$ cat config.mk
export PLATFORM = sky130hd
export DESIGN_NAME = pc_fetch_unit_flat
export DESIGN_NICKNAME = d
export VERILOG_FILES = /design/src/rtl/pc_fetch_unit_if.sv /design/src/rtl/pc_fetch_unit.sv /design/src/flat_wrapper.sv
export SDC_FILE = /design/constraint.sdc
export NUM_CORES = 1
export LEC_CHECK = 0
export CORE_UTILIZATION = 47
export DETAILED_ROUTE_END_ITERATION = 10
export HOLD_SLACK_MARGIN = 0.1
export PLACE_DENSITY = 0.8
export SETUP_SLACK_MARGIN = 0.5
export SYNTH_ARGS = -nofsm -noshare
export SYNTH_HDL_FRONTEND = slang
export SYNTH_SLANG_ARGS = --single-unit
$ cat constraint.sdc
create_clock -name clk -period 4.76 [get_ports clk]
set_input_delay 0.714 -clock clk [delete_from_list [all_inputs] [get_ports clk]]
set_output_delay 0.714 -clock clk [all_outputs]
set_load 0.01 [all_outputs]
$ cat src/rtl/pc_fetch_unit_if.sv
// Instruction-memory request/response channel between the fetch unit
// (master) and the instruction memory (slave).
interface pc_fetch_unit_if #(
  parameter int ADDR_W  = 32,
  parameter int INSTR_W = 32
);
  logic               req_valid;
  logic [ADDR_W-1:0]  req_addr;
  logic               req_ready;
  logic               resp_valid;
  logic [INSTR_W-1:0] resp_data;

  modport master (
    output req_valid,
    output req_addr,
    input  req_ready,
    input  resp_valid,
    input  resp_data
  );

  modport slave (
    input  req_valid,
    input  req_addr,
    output req_ready,
    output resp_valid,
    output resp_data
  );
endinterface

$ cat src/rtl/pc_fetch_unit.sv
// PC fetch unit: holds the architectural PC, issues one word fetch per PC
// over a valid/ready channel, and buffers returned words in a 2-entry
// fall-through FIFO toward decode. A redirect flushes all in-flight work.
module pc_fetch_unit #(
  parameter int                ADDR_W   = 32,
  parameter int                INSTR_W  = 32,
  parameter logic [ADDR_W-1:0] RESET_PC = '0
) (
  input  logic               clk,
  input  logic               rst,
  input  logic [ADDR_W-1:0]  next_pc_i,
  input  logic               redirect_i,
  output logic [ADDR_W-1:0]  pc_o,
  output logic [ADDR_W-1:0]  pc_plus4_o,
  pc_fetch_unit_if.master    imem,
  output logic               id_valid_o,
  output logic [INSTR_W-1:0] id_instr_o,
  output logic [ADDR_W-1:0]  id_pc_o,
  input  logic               id_ready_i
);

  // Word alignment: the two low PC bits are forced to zero everywhere.
  localparam logic [ADDR_W-1:0] PC_ALIGN_MASK = ~ADDR_W'(3);

  typedef enum logic [1:0] {
    ST_ISSUE = 2'd0,
    ST_WAIT  = 2'd1,
    ST_DROP  = 2'd2
  } state_t;

  state_t             r_state;
  logic [ADDR_W-1:0]  r_pc;
  logic [ADDR_W-1:0]  r_req_pc;

  logic [INSTR_W-1:0] r_fifo_data [2];
  logic [ADDR_W-1:0]  r_fifo_pc   [2];
  logic               r_rd_ptr;
  logic               r_wr_ptr;
  logic [1:0]         r_count;

  logic               w_req_valid;
  logic               w_req_fire;
  logic               w_push;
  logic               w_pop;

  // Only ISSUE can have a request in flight of zero, so the occupancy test
  // reduces to the FIFO count. Redirect and reset suppress the request so no
  // handshake can happen on a PC that is being replaced.
  assign w_req_valid = !rst && !redirect_i && (r_state == ST_ISSUE) && (r_count != 2'd2);
  assign w_req_fire  = w_req_valid && imem.req_ready;
  assign w_push      = (r_state == ST_WAIT) && imem.resp_valid && !redirect_i;
  assign w_pop       = (r_count != 2'd0) && id_ready_i && !redirect_i;

  assign imem.req_valid = w_req_valid;
  assign imem.req_addr  = r_pc;
  assign pc_o           = r_pc;
  assign pc_plus4_o     = r_pc + ADDR_W'(4);
  assign id_valid_o     = (r_count != 2'd0);
  assign id_instr_o     = r_fifo_data[r_rd_ptr];
  assign id_pc_o        = r_fifo_pc[r_rd_ptr];

  // Fetch FSM and PC register; redirect overrides every other transition.
  always_ff @(posedge clk) begin
    if (rst) begin
      r_state  <= ST_ISSUE;
      r_pc     <= RESET_PC & PC_ALIGN_MASK;
      r_req_pc <= RESET_PC & PC_ALIGN_MASK;
    end else if (redirect_i) begin
      r_pc <= next_pc_i & PC_ALIGN_MASK;
      if ((r_state == ST_WAIT) || (r_state == ST_DROP)) begin
        // A response arriving now belongs to the flushed path; either it
        // is dropped here or the next one will be dropped in DROP.
        r_state <= imem.resp_valid ? ST_ISSUE : ST_DROP;
      end else begin
        r_state <= ST_ISSUE;
      end
    end else begin
      case (r_state)
        ST_ISSUE: begin
          if (w_req_fire) begin
            r_state  <= ST_WAIT;
            r_req_pc <= r_pc;
            r_pc     <= next_pc_i & PC_ALIGN_MASK;
          end
        end
        ST_WAIT: begin
          if (imem.resp_valid) r_state <= ST_ISSUE;
        end
        ST_DROP: begin
          if (imem.resp_valid) r_state <= ST_ISSUE;
        end
        default: r_state <= ST_ISSUE;
      endcase
    end
  end

  // FIFO storage: write the returned word with the PC it was fetched from.
  always_ff @(posedge clk) begin
    if (w_push) begin
      r_fifo_data[r_wr_ptr] <= imem.resp_data;
      r_fifo_pc[r_wr_ptr]   <= r_req_pc;
    end
  end

  // FIFO pointers and occupancy; a redirect empties the buffer outright.
  always_ff @(posedge clk) begin
    if (rst || redirect_i) begin
      r_rd_ptr <= 1'b0;
      r_wr_ptr <= 1'b0;
      r_count  <= 2'd0;
    end else begin
      if (w_push) r_wr_ptr <= ~r_wr_ptr;
      if (w_pop)  r_rd_ptr <= ~r_rd_ptr;
      case ({w_push, w_pop})
        2'b10:   r_count <= r_count + 2'd1;
        2'b01:   r_count <= r_count - 2'd1;
        default: r_count <= r_count;
      endcase
    end
  end

endmodule

$ cat src/flat_wrapper.sv
// flat-port wrapper written by rule: the top's interface ports become plain ports
module pc_fetch_unit_flat 
#(
  parameter int                ADDR_W   = 32,
  parameter int                INSTR_W  = 32,
  parameter logic [ADDR_W-1:0] RESET_PC = '0
)
  (clk, rst, next_pc_i, redirect_i, pc_o, pc_plus4_o, id_valid_o, id_instr_o, id_pc_o, id_ready_i, imem_req_valid, imem_req_addr, imem_req_ready, imem_resp_valid, imem_resp_data);
  pc_fetch_unit_if #(.ADDR_W(ADDR_W), .INSTR_W(INSTR_W)) imem_i ();
  input  logic clk;
  input  logic rst;
  input  logic [ADDR_W-1:0] next_pc_i;
  input  logic redirect_i;
  output logic [ADDR_W-1:0] pc_o;
  output logic [ADDR_W-1:0] pc_plus4_o;
  output logic id_valid_o;
  output logic [INSTR_W-1:0] id_instr_o;
  output logic [ADDR_W-1:0] id_pc_o;
  input  logic id_ready_i;
  output wire logic [$bits(imem_i.req_valid)-1:0] imem_req_valid;
  output wire logic [$bits(imem_i.req_addr)-1:0] imem_req_addr;
  input wire logic [$bits(imem_i.req_ready)-1:0] imem_req_ready;
  input wire logic [$bits(imem_i.resp_valid)-1:0] imem_resp_valid;
  input wire logic [$bits(imem_i.resp_data)-1:0] imem_resp_data;
  assign imem_req_valid = imem_i.req_valid;
  assign imem_req_addr = imem_i.req_addr;
  assign imem_i.req_ready = imem_req_ready;
  assign imem_i.resp_valid = imem_resp_valid;
  assign imem_i.resp_data = imem_resp_data;
  pc_fetch_unit #(.ADDR_W(ADDR_W), .INSTR_W(INSTR_W), .RESET_PC(RESET_PC)) u_core (.clk(clk), .rst(rst), .next_pc_i(next_pc_i), .redirect_i(redirect_i), .pc_o(pc_o), .pc_plus4_o(pc_plus4_o), .imem(imem_i), .id_valid_o(id_valid_o), .id_instr_o(id_instr_o), .id_pc_o(id_pc_o), .id_ready_i(id_ready_i));
endmodule
Word-level counts from Yosys, hierarchy flattened:

Memories as Yosys holds them, arrays and structs flattened. A register that Yosys moved wholly into a read port is not among the register bits.
Index checks and enable logic that the tools add are counted.

* register bits: 66
* bits in writable memories: 124
* input port bits: 70
* output and inout bits: 162
* word-level logic and storage cells: 58
* memories kept: 2

* add/sub/neg operators: 3
* equality and inequality tests: 7
* mux-type cells: 16
* bitwise gates (word level): 3
* reduce and logical (&&, ||, !) cells: 21

Memory list
* u_core.r_fifo_data: depth 2, bits a word 32, rd ports 1, clocked after Yosys merged registers in 1, wr ports 1, RTL line pc_fetch_unit.sv:35 `logic [INSTR_W-1:0] r_fifo_data [2];`
* u_core.r_fifo_pc: depth 2, bits a word 30, rd ports 1, clocked after Yosys merged registers in 1, wr ports 1, RTL line pc_fetch_unit.sv:36 `logic [ADDR_W-1:0] r_fifo_pc [2];`

Operators by type and width (count)
* $mux W32: 3
* $add A32 B3 Y32 const B: 1
* $mux W2: 5
* $logic_and A1 B1 Y1: 8
* $pmux W2 S2: 2
* $reduce_bool A2 Y1: 4
* $mux W1: 6
* $eq A2 B1 Y1 const B: 2
* $eq A2 B2 Y1 const B: 2
* $reduce_and A2 Y1: 2
* $ne A3 B1 Y1 const B: 1
* $ne A3 B2 Y1 const B: 1
* $not A1 Y1: 3
* $reduce_and A3 Y1: 1
* $add A2 B1 Y2 const B: 1
* $logic_not A1 Y1: 2
* $logic_not A2 Y1: 1
* $logic_or A1 B1 Y1: 2
* $ne A2 B2 Y1 const B: 1
* $reduce_or A2 Y1: 1
* $sub A2 B1 Y2 const B: 1

Longest topological paths before layout:

* depth after elaboration: 8
* gate-level depth with buffers: 8
* depth with buffers taken out: 8

Worst setup path before layout:

OpenSTA, ideal clock, no wires.

* path type: input-to-reg
* start point: input port imem_resp_valid
* end point: memory u_core.r_fifo_data[0][0], enable pin
* setup time: 0.482 ns
* arrival time: 3.674 ns
* required time: 4.278 ns
* slack: 0.604 ns
* stages: 3
* buffers on the path: 0
* cell sequence: nand2_1 > or2_2 > nor2_1

* word-level cells in the longest chain between the ends: 4

RTL lines
* start: declaration: RTL line flat_wrapper.sv:23 `input wire logic [$bits(imem_i.resp_valid)-1:0] imem_resp_valid;`
* $logic_and A1 B1 Y1 (2 in a row): RTL line pc_fetch_unit.sv:51 `assign w_push = (r_state == ST_WAIT) && imem.resp_valid && !redirect_i;`
* $mux W1: RTL line pc_fetch_unit.sv:99 `if (w_push) begin`
* $mux W1 (implied by the code): RTL line pc_fetch_unit.sv:100 `r_fifo_data[r_wr_ptr] <= imem.resp_data;`
* end: declaration: RTL line pc_fetch_unit.sv:35

No other way between the ends.

Final worst setup path:

* start point: register u_core.r_pc[2], in the netlist u_core.imem.req_addr[2]
* end point: output port pc_plus4_o[28]

* word-level cells in the longest chain between the ends: 1

RTL lines
* start: declaration: RTL line pc_fetch_unit.sv:32 `logic [ADDR_W-1:0] r_pc;`
* start signal: assignment: RTL line pc_fetch_unit.sv:66 `r_pc <= RESET_PC & PC_ALIGN_MASK;`
* start signal: assignment: RTL line pc_fetch_unit.sv:69 `r_pc <= next_pc_i & PC_ALIGN_MASK;`
* start signal: assignment: RTL line pc_fetch_unit.sv:83 `r_pc <= next_pc_i & PC_ALIGN_MASK;`
* $add A32 B3 Y32: RTL line pc_fetch_unit.sv:57 `assign pc_plus4_o = r_pc + ADDR_W'(4);`
* end: declaration: RTL line flat_wrapper.sv:15 `output logic [ADDR_W-1:0] pc_plus4_o;`

No other way between the ends.

==> impl_metrics.toml <==
[pwr]
p_total_uw = 3430
leakage_uw = 0.00360
clock_power_share_pct = 38.8
combPwrFrac_pct = 7.9
power_switching_uw = 726
internal_power_uw = 2700
p_seq_share_pct = 53.3
power_density_nw_per_um2 = 326
vdd.ir_drop.worst_uv = 243
p_sw_share_pct = 21.2

[min_path]
min_path_type = "register to register"
holdPathStages = 0

[grt]
grtUsageTotal_pct = 20.9
grt-ovfl-total = 0
antenna_found_initial = 0
grt_pass1_vias = 5291
grt_first_pass_wirelength_um = 26900
grt_max_degree = 64

[timing]
slew_headroom_pct = 17.7
tightest_slew_ns = 1.23
period_needed_ns = 3.58
worst_slack_ns = 1.18
slew_viol_final = 0
tns_ns = 0
setup_violations = 0
hold_violations = 0
period_share_pct = 75.2
rsz0062_at_grt = "false"
fmax_ghz = 0.279
fin_skew_ns = 0.00906

[finish]
area_growth_pct = 35.1
final_area_sq_um = 10500
final_common_cell = "clkdlybuf4s50_1"
drive_gt1_share_pct = 14.0
final_core_util_pct = 65.6
layout_common_cells = "220 x clkdlybuf4s50_1, 128 x nand2_1, 124 x edfxtp_1, 66 x dfxtp_1, 62 x mux2_2"
seq_area_sq_um = 5070
fin_nets = 877
n_antenna_cell = 0
multi_input_area_sq_um = 2340
fillerInstances = 1166

[detailed_routing]
routed-wl-met2_um = 8630
top_layer = "met4"
postRouteAntennaNets = 0
viasPerCell = 5.04
wl_met1_um = 7500
post_drt_wl_per_cell_um = 17.1
wl_um = 17600
met3_length_um = 1320
num_vias = 5201
drt-initial-drc-count = 259
drc_errors = 0
drt-pass1-iter-count = 5

[yosys]
synth_top_family_by_area = "simple AND/OR/NAND/NOR gates"
synth_seq_area_share_pct = 65.0
synth_top_area_share_pct = 47.8
synth_compound_area_share_pct = 2.76
synth.area.top_cells = "edfxtp_1 48%, dfxtp_1 17%, mux2_2 9.0%"
yosys.area_share.simple_pct = 13.4
synth_fa_ha_area_share_pct = 0.642
netlist_area_sq_um = 7790
yosysWarnings = 0
ys_types = 37
synthXorXnorAreaFrac_pct = 3.60
synthMuxAreaShare_pct = 8.96
synth_top_area_cell = "edfxtp_1"
avgSynthCellArea_sq_um = 12.6
synthCells = 618
synth-seq-cells = 191

[clock_network]
cts_buffers = 17
cts-root-buf = "clkbuf_16"
cts-hold-fix-buffers = 0
insertion_delay_ns = 0.42
postCtsSetupRepairBufs = 0
cts_max_path_buffers = 2
ctsResizeCount = 0
clk_pin_slew_ns = 0.06
cts_tree = "yes"
clock-sinks = 191
htree_levels = 4

[critical_path]
cp-end-kind = "primary output"
worstPathRequired_ns = 4.05
critPathArrivalTime_ns = 2.86
crit_fanout = 8
ff2ff_path_depth = 7
r2r_slack_ns = 2.27
startpoint_type = "register"
critPathKind = "register to primary output"

[placed_design]
io_buffer_count = 221
routabilityCongestion = 0.811
post-place-ws_ns = 1.55
dpl_cell_area_sq_um = 9970
dp_hpwl_um = 11400

[floorplan]
die_w_um = 131
io_pins = 232
initial_core_util_pct = 48.5
die-height_um = 131
num_rows = 46
coreArea_sq_um = 16100
die_area_sq_um = 17100

[status]
status = "completed"

[run]
cap_viol_max_count = 0
## sequential cells by signal (all words and copies together) (netlist names), named ones only
signal and cells:
u_core.r_count 2, u_core.r_wr_ptr 1, u_core.imem.req_addr 30, u_core.r_fifo_pc 60
u_core.r_req_pc 30, u_core.r_fifo_data 64, u_core.r_state 2, u_core.r_rd_ptr 1
## final timing paths
check | startpoint | endpoint
setup / recovery | u_core.imem.req_addr[2]$_SDFFE_PP0P_ | pc_plus4_o[28]
hold / removal | u_core.r_req_pc[30]$_SDFFE_PP0P_ | u_core.r_fifo_pc[0][28]$_DFFE_PP_
setup reg to reg | u_core.r_state[0]$_SDFFE_PP0P_ | u_core.imem.req_addr[27]$_SDFFE_PP0P_
hold reg to reg | u_core.r_req_pc[30]$_SDFFE_PP0P_ | u_core.r_fifo_pc[0][28]$_DFFE_PP_
## worst max-delay path: stages (launching register included)
cell and delay, ns:
dfxtp_1 0.63, ha_1 0.39, nand3_1 0.20, nor3_2 0.32, nand3_1 0.16, xnor2_1 0.18, clkdlybuf4s50_1 0.56
## layer usage
metal	up-vias	global-route usage [%]
met1	2475	25.7
met5	-	0
met2	226	35.7
li1	2485	-
met3	15	5.86
met4	0	6.42
## cell usage after synthesis
cell type / count
o211a_1: 1
nor3_2: 2
o21ai_0: 5
xnor2_1: 23
buf_4: 38
clkbuf_1: 21
nand4_1: 4
clkbuf_2: 2
xor2_1: 9
nand2b_1: 1
and3_2: 2
nand3_1: 12
a21oi_1: 32
nand3_2: 1
or2_2: 3
o2111a_1: 1
inv_1: 6
and4_4: 1
or3_1: 1
or2_4: 1
and2_1: 1
nor2_1: 16
edfxtp_1: 124
dfxtp_1: 67
nor2b_1: 1
buf_2: 8
ha_1: 4
nand4_4: 1
conb_1: 1
nand2_1: 128
and4_1: 3
nor3_4: 1
mux2_2: 62
nor3_1: 2
o2111ai_1: 1
nand3b_1: 30
and3_1: 2
## cell families (layout without fill, tap and decap cells)
kind of cell | Yosys count | count (layout)
mux | 62 | 62
xor+xnor | 32 | 32
simple gates | 213 | 213
compound gates | 40 | 40
buf+inv | 75 | 265
flops | 191 | 191
fa+ha+maj | 4 | 4
other cells | 1 | 8
## per-stage QoR
step,instances,hold WS (ns)
floorplan,625,0.426
global placement,1000,0.435
detailed placement,1000,0.440
CTS,1031,0.454
global route,1031,0.472
finish,1031,0.454
## power by group through the flow
stage	Clock [uW]	Combinational, uW	Sequential [uW]
6_report	1330	271	1830
5_1_grt	1420	290	1830
4_1_cts	1360	272	1830
3_5_place_dp	0	268	1870
3_3_place_gp	0	264	1860
2_1_floorplan	0	121	1850
## cell type report
class,count,area share [%]
repair buffers,228,21.6
flip-flops and latches,191,48.1
clock inverters,13,1.18
clock buffers,18,4.08
multi-input cells,359,22.3
inverters,6,0.214
well taps,216,2.57
No activity file was read; power rests on OpenSTA's default activity.
